**config.mk**
```make
export PLATFORM = sky130hd
export DESIGN_NAME = ahb_lite_sram_slave
export DESIGN_NICKNAME = d
export VERILOG_FILES = /design/src/rtl/ahb_lite_sram_slave.sv
export SDC_FILE = /design/constraint.sdc
export NUM_CORES = 1
export LEC_CHECK = 0
export CAP_MARGIN = 10
export CORE_MARGIN = 2
export CORE_UTILIZATION = 55
export CTS_BUF_LIST = sky130_fd_sc_hd__clkbuf_2
export DETAILED_ROUTE_END_ITERATION = 10
export HOLD_SLACK_MARGIN = 0.05
export PLACE_DENSITY = 0.72
export SLEW_MARGIN = 20
export SYNTH_ARGS = -nofsm -noshare
export SYNTH_HDL_FRONTEND = slang
export SYNTH_SLANG_ARGS = --single-unit
```
**constraint.sdc**
```tcl
create_clock -name hclk -period 3.89 [get_ports hclk]
set_input_delay 0.9725 -clock hclk [delete_from_list [all_inputs] [get_ports hclk]]
set_output_delay 0.9725 -clock hclk [all_outputs]
set_load 0.03 [all_outputs]
```
**src/rtl/ahb_lite_sram_slave.sv**
```systemverilog
// AHB-Lite memory target: word-organised SRAM with byte lanes, fixed wait
// states per OKAY data phase and a two-cycle ERROR response for bad transfers.
//
// state | meaning
// IDLE  | no data phase in progress, ready for an address phase
// WAIT  | OKAY transfer stalled, wcnt cycles remaining
// DATA  | final data-phase cycle, read data driven / write committed
// ERR1  | first ERROR cycle (hreadyout low)
// ERR2  | second ERROR cycle (hreadyout high), pipelined accept allowed
module ahb_lite_sram_slave #(
   parameter int HADDR_SIZE  = 32,
   parameter int HDATA_SIZE  = 32,
   parameter int MEM_DEPTH   = 16,
   parameter int WAIT_STATES = 0
) (
   input  logic                  hclk,
   input  logic                  hresetn,
   input  logic                  hsel,
   input  logic [HADDR_SIZE-1:0] haddr,
   input  logic [1:0]            htrans,
   input  logic                  hwrite,
   input  logic [2:0]            hsize,
   input  logic [2:0]            hburst,
   input  logic [3:0]            hprot,
   input  logic [HDATA_SIZE-1:0] hwdata,
   input  logic                  hready,
   output logic                  hreadyout,
   output logic                  hresp,
   output logic [HDATA_SIZE-1:0] hrdata
);

   localparam int LANES     = HDATA_SIZE / 8;
   localparam int LANE_BITS = $clog2(LANES);
   localparam int IDX_BITS  = $clog2(MEM_DEPTH);
   localparam int TOP_BIT   = LANE_BITS + IDX_BITS;
   localparam logic [2:0] WS = 3'(WAIT_STATES);

   typedef enum logic [2:0] {
      ST_IDLE,
      ST_WAIT,
      ST_DATA,
      ST_ERR1,
      ST_ERR2
   } state_t;

   state_t               state, state_nxt;
   logic [2:0]           wcnt, wcnt_nxt;
   logic [IDX_BITS-1:0]  a_idx;
   logic [LANE_BITS-1:0] a_off;
   logic [2:0]           a_size;
   logic                 a_write;
   logic [HDATA_SIZE-1:0] mem [MEM_DEPTH];

   logic                 can_accept;
   logic                 accept;
   logic [7:0]           align_mask;
   logic                 bad_size;
   logic                 misaligned;
   logic                 out_of_range;
   logic                 addr_err;
   logic                 commit;
   logic [LANES-1:0]     be;

   // hburst/hprot carry no behaviour in this target
   logic unused_inputs;
   assign unused_inputs = ^{hburst, hprot};

   // address-phase qualification and transfer error classification
   always_comb begin
      can_accept   = (state == ST_IDLE) || (state == ST_DATA) || (state == ST_ERR2);
      accept       = can_accept & hsel & hready & htrans[1];
      align_mask   = (8'd1 << hsize) - 8'd1;
      bad_size     = hsize > 3'(LANE_BITS);
      misaligned   = |(haddr[7:0] & align_mask);
      out_of_range = |haddr[HADDR_SIZE-1:TOP_BIT];
      addr_err     = bad_size | misaligned | out_of_range;
   end

   // next-state and wait-counter logic
   always_comb begin
      state_nxt = state;
      wcnt_nxt  = wcnt;
      case (state)
         ST_WAIT: begin
            wcnt_nxt = wcnt - 3'd1;
            if (wcnt <= 3'd1) state_nxt = ST_DATA;
         end
         ST_ERR1: state_nxt = ST_ERR2;
         default: begin
            if (accept) begin
               if (addr_err) begin
                  state_nxt = ST_ERR1;
               end else if (WS != 3'd0) begin
                  state_nxt = ST_WAIT;
                  wcnt_nxt  = WS;
               end else begin
                  state_nxt = ST_DATA;
               end
            end else if (hready) begin
               state_nxt = ST_IDLE;
            end
         end
      endcase
   end

   // state and wait-counter registers
   always_ff @(posedge hclk) begin
      if (!hresetn) begin
         state <= ST_IDLE;
         wcnt  <= 3'd0;
      end else begin
         state <= state_nxt;
         wcnt  <= wcnt_nxt;
      end
   end

   // capture the accepted address phase for the following data phase
   always_ff @(posedge hclk) begin
      if (!hresetn) begin
         a_idx   <= '0;
         a_off   <= '0;
         a_size  <= 3'd0;
         a_write <= 1'b0;
      end else if (accept) begin
         a_idx   <= haddr[TOP_BIT-1:LANE_BITS];
         a_off   <= haddr[LANE_BITS-1:0];
         a_size  <= hsize;
         a_write <= hwrite;
      end
   end

   // little-endian byte enables from registered size and lane offset
   always_comb begin
      be = '0;
      for (int i = 0; i < LANES; i++) begin
         if ((i >= int'(a_off)) && (i < int'(a_off) + (1 << a_size))) be[i] = 1'b1;
      end
   end

   assign commit = (state == ST_DATA) & a_write & hready;

   // memory write on the edge ending the DATA cycle; contents survive reset
   always_ff @(posedge hclk) begin
      if (hresetn && commit) begin
         for (int i = 0; i < LANES; i++) begin
            if (be[i]) mem[a_idx][8*i +: 8] <= hwdata[8*i +: 8];
         end
      end
   end

   assign hreadyout = !((state == ST_WAIT) || (state == ST_ERR1));
   assign hresp     = (state == ST_ERR1) || (state == ST_ERR2);
   assign hrdata    = ((state == ST_DATA) && !a_write) ? mem[a_idx] : '0;

endmodule

```
# After elaboration in Yosys (flattened, before gate mapping)
# Memories as Yosys holds them, arrays and structs flattened. A register that Yosys moved wholly into a read port is not among the register bits.
# Cells that the tools add are included.
# word_totals
wordCells	74
reg_bits	16
mem_bits_rw	512
mem_count	1
# op_classes
n_lt_le_gt_ge	9
mux	24
n_eq_ne	5
reduce_logical	16
n_shift	2
addsub	3
n_bitwise	8
# memory_table
memory	depth	word_bits	read_ports	rd_clocked_by_memory_dff	write_ports	line	text
mem	16	32	1	1	1	52	logic [HDATA_SIZE-1:0] mem [MEM_DEPTH];
# op_table
operator	n
$lt A3 B32 Y1 const A	2
$add A3 B32 Y32	1
$lt A1 B32 Y1 const A	1
$lt A2 B32 Y1 const A	1
$mux W32	1
$shl A1 B3 Y32 const A	1
$reduce_or A26 Y1	1
$mux W1	17
$mux W3	3
$and A8 B8 Y8	1
$mux W4	2
$reduce_or A8 Y1	1
$shl A1 B3 Y8 const A	1
$sub A8 B1 Y8 const B	1
$eq A3 B2 Y1 const B	2
$pmux W3 S2	1
$and A1 B1 Y1	5
$logic_and A1 B1 Y1	5
$ge A1 B2 Y1 const A	2
$logic_or A1 B1 Y1	4
$reduce_bool A4 Y1	1
$eq A3 B1 Y1 const B	1
$eq A3 B3 Y1 const B	1
$gt A3 B2 Y1 const B	1
8 further kinds	10

# Longest topological paths before layout
# Gate-level depths: netlist of run 1.
# depth
word_depth	9
mapped_depth	8
depth_no_buf	7

# Worst setup path before layout of run 1
# OpenSTA, ideal clock, no wires.
# synth_timing
path_type	reg-to-output
start	register state[2]
end	output port hrdata[30]
t_required_ns	2.918
arrival_ns	1.812
path_stages_with_launch	6
slack_ns	1.106
cell_sequence	dfxtp_1 buf_2 or3b_1 or3_1 buf_2 o22ai_1
# synth_between
elab_chain_len	3
# synth_rtl
item	line	text
start, declared	46	state_t state, state_nxt;
start signal, assigned	112	state <= state_nxt;
$eq A3 B2 Y1	153	assign hrdata = ((state == ST_DATA) && !a_write) ? mem[a_idx] : '0;
$logic_and A1 B1 Y1	153	
$mux W32	153	
end, declared	29	output logic [HDATA_SIZE-1:0] hrdata
# No other way between the ends.

==> impl_results.md, run 1 <==
* Status: finished, final reports clean
* Critical-path cell list: buf_12, buf_16, mux4_2, mux2i_4, o22ai_2, buf_2
* Drt drc at 0
* Nets at about 1,400
* Switching part of the total at 22.86%
* Core Area at 37,580 µm²
* CTS tree: yes
* LEAKAGE at between 7 and 8 nW
* RSZ-0062 raised after global routing: yes
* Synth unique cells at 46
* CP max FO at 17
* Cell Rows at between 70 and 80
* Pre-CTS setup slack at between 300 and 400 ps
* CP max stage delay at ~570 ps
* Max cap viols at 0
* Main synth FF type: edfxtp_1
* Endpoints failing hold at 0
* Sequential area share after synthesis at roughly 75%
* Final wirelength at between 40 and 50 mm
* Post-Syn Area at 20,970 µm²
* Post-route setup TNS at 0 ps
* Worst skew pair latency at 1000 ps
* Clock Tree Buf Depth at 3
* H-tree depth at 4
* Final min period at roughly 3800 ps
* # hold bufs at CTS at 0
* Number of synthesized flops with an enable pin at approximately 510
* Flop2flop setup slack at roughly 750 ps
* CTS Buf Count at 131
* Slew Viols, Final at 0
* Worst setup path class: register to primary output
* GRT overflow at 0
* R2R cell count at 7
* Synth Area in XOR/XNOR at less than 1%
* FF-to-FF End: mem[10][16]$_DFFE_PP_
* Vias at ~11,000
* Hold Crit Class: register to register
* Largest family of logic cells by synthesized area: multiplexers
* Share of total power in combinational logic at about 4.7%
* Peak VDD IR at ~0.2 mV
* Pwr Total at ~10 mW
* Crit end category: primary output
* Number of global-route vias before repair at between 10,000 and 15,000
* Port bufs at 106
* FFs w/ async S/R, synth at 0%
* Yosys warning count at 0
* Clk_skew at 90.64 ps
* First-pass GRT wire length at ~65 mm
* Synth Area in Simple Gates at 3.091%
* Total track usage at around 23%
* Mean Syn Cell Area at about 21 µm²
* Complex-gate fraction of the synthesized area at slightly below 3%
* First-pass iteration count of the detailed router at 6
* Fin util at about 65%
* Post-DR wirelength/cell at around 23 µm
* Final Cycle Share at 96.56%
* Worst Tran Pin Value at 1077 ps
* CP Capture Point: hrdata[21]
* CTS sink count at roughly 530
* Fraction of layout instances using a drive strength above 1 at between 30% and 40%
* Max-slew headroom at the worst pin at 28.08%
* Nature of the critical path startpoint: register
* Crit path required time at between 2000 and 3000 ps
* IO Count at between 100 and 150
* Clk network pwr share at approximately 34%
* 1st-iter DRT viols at slightly above 1,000
* Clk pin slew, worst setup/hold paths at roughly 90 ps
* Sequential share of power at roughly 60%
* Adder-cell share of the synthesized area at 0.3939%
* Syn Nets at 1,083
* Pin count of the biggest net entering global routing at 37
* WHS at between 500 and 600 ps
* Vias/cell at about 5.7
* Setup WS post-layout at 134.0 ps
* Synthesis-to-finish area growth at 17.29%
* Reg2Reg Launch Point: a_size[2]$_SDFFE_PN0P_
* Clk root buf: clkbuf_2
* Antenna viol nets, final at 0
* Initial Utilization at about 56%
* Post-DP HPWL at between 20 and 30 mm
* Mapped Cells at around 1,000
* Fmax at 0.2662 GHz
* Post-synthesis mux area share at about 17%
* #FFs+latches synth at between 500 and 600
* Critical path arrival at between 2000 and 3000 ps
* RePlAce Congestion at around 0.8
* Die Footprint at 39,700 µm²
* Chip width at ~200 µm
* Int Pwr at approximately 7.9 mW
* Initial antenna violation count at 1
* Slowest cell on crit path: mux4_2
* Pwr dens at between 400 and 500 nW/µm²
* Die Ht at 199.2 µm
* Final setup fails at 0
* Psw at around 2.3 mW
==> logic make-up (layout without fill, tap and decap cells) <==
family          after synthesis  in the layout
flops                       532            532
mux                         194            194
simple gates                145            145
compound gates               61             61
buf+inv                      56            433
fa+ha+maj                     6              6
xor+xnor                      2              2
other cells                   0              2
==> sequential cells by signal (all words and copies together), names as in the netlist, named ones only <==
signal and cells:
wcnt 3, mem 512, a_size 3, a_off 2, a_write 1, state 3, a_idx 4
==> worst min-delay path by stage <==
| stage | from | end | slack (ps) | depth (start not counted) |
|---|---|---|---|---|
| final | a_off[0]$_SDFFE_PN0P_ | a_off[0]$_SDFFE_PN0P_ | 510 | 2 |
| after global routing | haddr[1] | a_off[1]$_SDFFE_PN0P_ | 490 | 3 |
| after CTS | haddr[1] | a_off[1]$_SDFFE_PN0P_ | 460 | 3 |
| after detailed placement | a_off[0]$_SDFFE_PN0P_ | a_off[0]$_SDFFE_PN0P_ | 500 | 2 |
| after global placement | a_size[0]$_SDFFE_PN0P_ | a_size[0]$_SDFFE_PN0P_ | 480 | 2 |
| after floorplan | a_size[0]$_SDFFE_PN0P_ | a_size[0]$_SDFFE_PN0P_ | 470 | 2 |
==> cells in the final DEF, fill, tap and decap left out, types with 6 or more instances in the layout <==
cell type        count
edfxtp_1           512
dfxtp_1             16
mux2i_2             13
o22ai_2             30
buf_2               15
clkinv_1            21
a21boi_0             9
nand2_1             32
nand3_1              7
buf_6               15
clkdlybuf4s50_1     74
nor4_1               6
mux4_2             128
nor2_1              73
buf_12              10
clkbuf_2           185
nor2b_1              8
buf_4               87
mux2i_1             48
==> metal layers <==
layer | vias up | track usage, % | wire length, µm
met2 | 483 | 36.62 | 21410
met1 | 5507 | 30.31 | 17330
met3 | 84 | 6.194 | 3582
met4 | 0 | 8.375 | 1020
li1 | 4767 | - | -
met5 | - | 0 | 0
==> stage by stage <==
stage          instances  area, µm²
2_1_floorplan        996      20970
3_3_place_gp        1654      23210
3_5_place_dp        1654      23210
4_1_cts             1885      24470
5_1_grt             1886      24590
6_report            1886      24590
==> repair_timing <==
action,4_1_cts,5_1_grt
gates resized for setup,191,52
setup buffers,6,0
pin swaps,0,1
cloned,2,0
endpoints found under the setup margin,32,29
==> worst max-delay path, delay by kind of cell, from the launching register on <==
| kind | cells | cell delay (ps) |
|---|---|---|
| buffers and inverters | 3 | 550 |
| flip-flops | 1 | 440 |
| multiplexers | 2 | 760 |
| AO/OA/AOI/OAI | 1 | 100 |
==> power groups by stage <==
stage | sequential (mW) | clock, mW | combinational (mW)
3_5_place_dp | 6.42 | 0 | 0.457
5_1_grt | 6.29 | 3.90 | 0.517
6_report | 6.28 | 3.50 | 0.480
2_1_floorplan | 6.41 | 0 | 0.235
4_1_cts | 6.28 | 3.63 | 0.474
3_3_place_gp | 6.41 | 0 | 0.446
==> synthesized netlist by cell type, types with 6 or more instances <==
cell type	instances	area, µm²
mux2i_1	66	660.6
nor4_1	6	37.54
nand2_1	33	123.9
edfxtp_1	512	15370
nand3_1	7	35.03
dfxtp_1	20	400.4
nor2_1	73	274.0
clkbuf_1	13	48.80
mux4_2	128	2883
nor2b_1	8	50.05
buf_2	33	165.2
o22ai_2	30	375.4
a21boi_0	9	67.56
==> final cells by class <==
type | instances | area (µm²)
inverter | 4 | 15.01
clock buffer | 185 | 925.9
sequential | 532 | 15790
fill | 2568 | 12990
tap | 511 | 639.4
antenna | 2 | 5.005
timing repair buffer | 206 | 1943
multi-input combinational | 408 | 5045
clock inverter | 38 | 229.0
Note: power is estimated with default switching activity, not from simulation.
==> run 2, diff against run 1 <==
--- a/config.mk
+++ b/config.mk
@@ -5,13 +5,13 @@
 export SDC_FILE = /design/constraint.sdc
 export NUM_CORES = 1
 export LEC_CHECK = 0
-export CAP_MARGIN = 10
 export CORE_MARGIN = 2
 export CORE_UTILIZATION = 55
 export CTS_BUF_LIST = sky130_fd_sc_hd__clkbuf_2
 export DETAILED_ROUTE_END_ITERATION = 10
+export DONT_BUFFER_PORTS = 1
 export HOLD_SLACK_MARGIN = 0.05
-export PLACE_DENSITY = 0.72
+export PLACE_DENSITY = 0.68
 export SLEW_MARGIN = 20
 export SYNTH_ARGS = -nofsm -noshare
 export SYNTH_HDL_FRONTEND = slang
==> run 2 against run 1 <==
Clock-buffer cell count rose by 8; critical path depth did not move; largest power group unchanged; sequential share of layout area rose by 0.51 points; clock skew fell by 27 ps; total power rose by 0.92%; register-to-register slack barely moved; utilization fell by 0.50 points; via count fell by 2.3%; die area did not move; hold slack got worse by 350 ps; non-clock buffer count fell by 75; combinational power fell by 1%; highest routed layer is now met5; critical path type unchanged.
==> impl_results.md, run 2 (synthesized netlist as in run 1, its figures left out) <==
* Inst Count DP at approximately 1,500
* Initial antenna violation count at 3
* Crit path required time at 2920 ps
* Pin count of the biggest net entering global routing at 50
* IO Count at 115
* Most common cell after layout, fill and taps aside: edfxtp_1
* Final Cycle Share at between 90% and 100%
* GRT overflow at 0
* Fraction of layout instances using a drive strength above 1 at 39.83%
* Int Pwr at approximately 8 mW
* Fillers at between 2,000 and 3,000
* Hold wc startpoint: haddr[5]
* Chip width at 199.2 µm
* CTS sink count at roughly 530
* Largest reg by FF count: mem
* RSZ-0062 raised after global routing: yes
* Switching part of the total at a little under a quarter
* Synthesis-to-finish area growth at 16.40%
* Psw at around 2.4 mW
* Clk root buf: clkbuf_2
* Share of total power in combinational logic at around 4.6%
* H-tree depth at 4
* Cell Rows at between 70 and 80
* Post-Layout Cell Count at 1,811
* Peak VDD IR at between 0.2 and 0.25 mV
* Port bufs at 0
* Nets at ~1,300
* Hold Crit Class: primary input to register
* FF-to-FF End: mem[8][19]$_DFFE_PP_
* CTS Buf Count at around 130
* Number of global-route vias before repair at roughly 11,000
* Pre-CTS setup slack at between 500 and 600 ps
* Nature of the critical path startpoint: register
* Flop2flop setup slack at about 740 ps
* Critical path arrival at between 2000 and 3000 ps
* Slew Viols, Final at 0
* Clk_skew at between 60 and 70 ps
* Reg2Reg Launch Point: a_size[2]$_SDFFE_PN0P_
* Vias/cell at 5.851
* Post-DR wirelength/cell at 24.36 µm
* Post-route setup TNS at 0 ps
* Pwr dens at approximately 420 nW/µm²
* Endpoints failing hold at 0
* Final setup fails at 0
* R2R cell count at 7
* Worst Tran Pin Value at approximately 1100 ps
* Max-slew headroom at the worst pin at 26.51%
* Worst skew pair latency at between 1000 and 1500 ps
* Die Footprint at 39,700 µm²
* Die Ht at ~200 µm
* Hold Crit Depth at 2
* Worst setup path class: register to primary output
* Clock Tree Buf Depth at 3
* Status: finished, final reports clean
* Fin util at roughly two thirds
* WHS at 158.4 ps
* Crit end category: primary output
* LEAKAGE at between 7 and 8 nW
* Drt drc at 0
* Antenna viol nets, final at 0
* Clk pin slew, worst setup/hold paths at approximately 90 ps
* Core Area at roughly 38,000 µm²
* Commonest cells after routing, fill and taps aside: edfxtp_1 (512), clkbuf_2 (193), mux4_2 (128), nor2_1 (73), buf_4 (71)
* Sequential share of power at approximately 61%
* Largest register FFs at roughly 510
* Initial Utilization at a little under three fifths
* Post-DP HPWL at about 25 mm
* RePlAce Congestion at 0.7569
* 1st-iter DRT viols at 718
* Setup WS post-layout at approximately 110 ps
* Fmax at ~0.26 GHz
* Vias at 10,600
* First-pass iteration count of the detailed router at 5
* Final wirelength at 44.12 mm
* Final min period at between 3000 and 4000 ps
* Top flop regs: mem x512, a_idx x4
* Total track usage at a little under a quarter
* Clk network pwr share at a little over a third
* First-pass GRT wire length at about 65 mm
* Max cap viols at 0
* CTS tree: yes
* CP max FO at 9
-- run 2: cell types whose count changed in the layout (fill, tap and decap cells not counted), moves of 5 or more --
cell / previous run / this run
buf_6: 15 / 3
mux2i_4: 5 / 10
buf_16: 3 / 8
dlygate4sd3_1: 0 / 39
buf_2: 15 / 0
clkinv_1: 21 / 16
clkbuf_2: 185 / 193
o22ai_2: 30 / 3
mux2i_1: 48 / 24
buf_4: 87 / 71
o22ai_4: 1 / 29
clkdlybuf4s50_1: 74 / 0
mux2i_2: 13 / 32
-- run 2: how the worst max path moves through the flow --
stage	depth (start not counted)	slack [ps]	end
floorplan	5	1110	hrdata[30]
global placement	4	590	hrdata[9]
detailed placement	4	580	hrdata[9]
CTS	6	0.5	hrdata[31]
global route	6	-30	hrdata[31]
finish	6	110	hrdata[31]
-- run 2: layout make-up --
cell class,instances,area [µm²],share of cell area [%]
antenna,2,5.005,0.02051
clock buffer,193,965.9,3.958
clock inverter,30,201.4,0.8254
inverter,4,15.01,0.06152
multi-input combinational,408,5400,22.13
sequential,532,15800,64.72
tap,511,639.4,2.620
timing repair buffer,131,1383,5.665
-- run 2: stage by stage --
| step | total power [mW] | area [µm²] |
|---|---|---|
| 6_report | 10.36 | 24400 |
| 5_1_grt | 10.80 | 24400 |
| 4_1_cts | 10.47 | 24270 |
| 3_5_place_dp | 6.699 | 21950 |
| 3_3_place_gp | 6.696 | 21950 |
| 2_1_floorplan | 6.643 | 20970 |
-- run 2: layer usage --
metal | track usage [%] | part of all wire, % | vias to the layer above
li1 | - | - | 4644
met3 | 6.025 | 7.6 | 74
met5 | 0 | 0.029 | -
met1 | 31.61 | 41 | 5428
met2 | 35.91 | 49 | 448
met4 | 9.121 | 2.6 | 2
-- run 2: power by group through the flow --
stage          Sequential, mW  Combinational (mW)  Clock, mW
2_1_floorplan            6.41               0.235          0
3_3_place_gp             6.42               0.274          0
3_5_place_dp             6.42               0.278          0
4_1_cts                  6.28               0.463       3.73
5_1_grt                  6.28               0.506       4.01
6_report                 6.28               0.473       3.60
-- run 2: worst max-delay path: stages, from the launching register on --
cell and delay (ps):
dfxtp_4 410, buf_6 170, buf_16 160, mux4_2 530, mux2i_4 170, o22ai_2 130
buf_4 200
-- run 2: timing repair --
item	4_1_cts	5_1_grt
resized for setup	90	21
pin swaps	9	2
hold buffers	39	0
buffers inserted	15	2
setup endpoints to repair	32	26
endpoints found under the hold margin	532	0
cloned	5	1
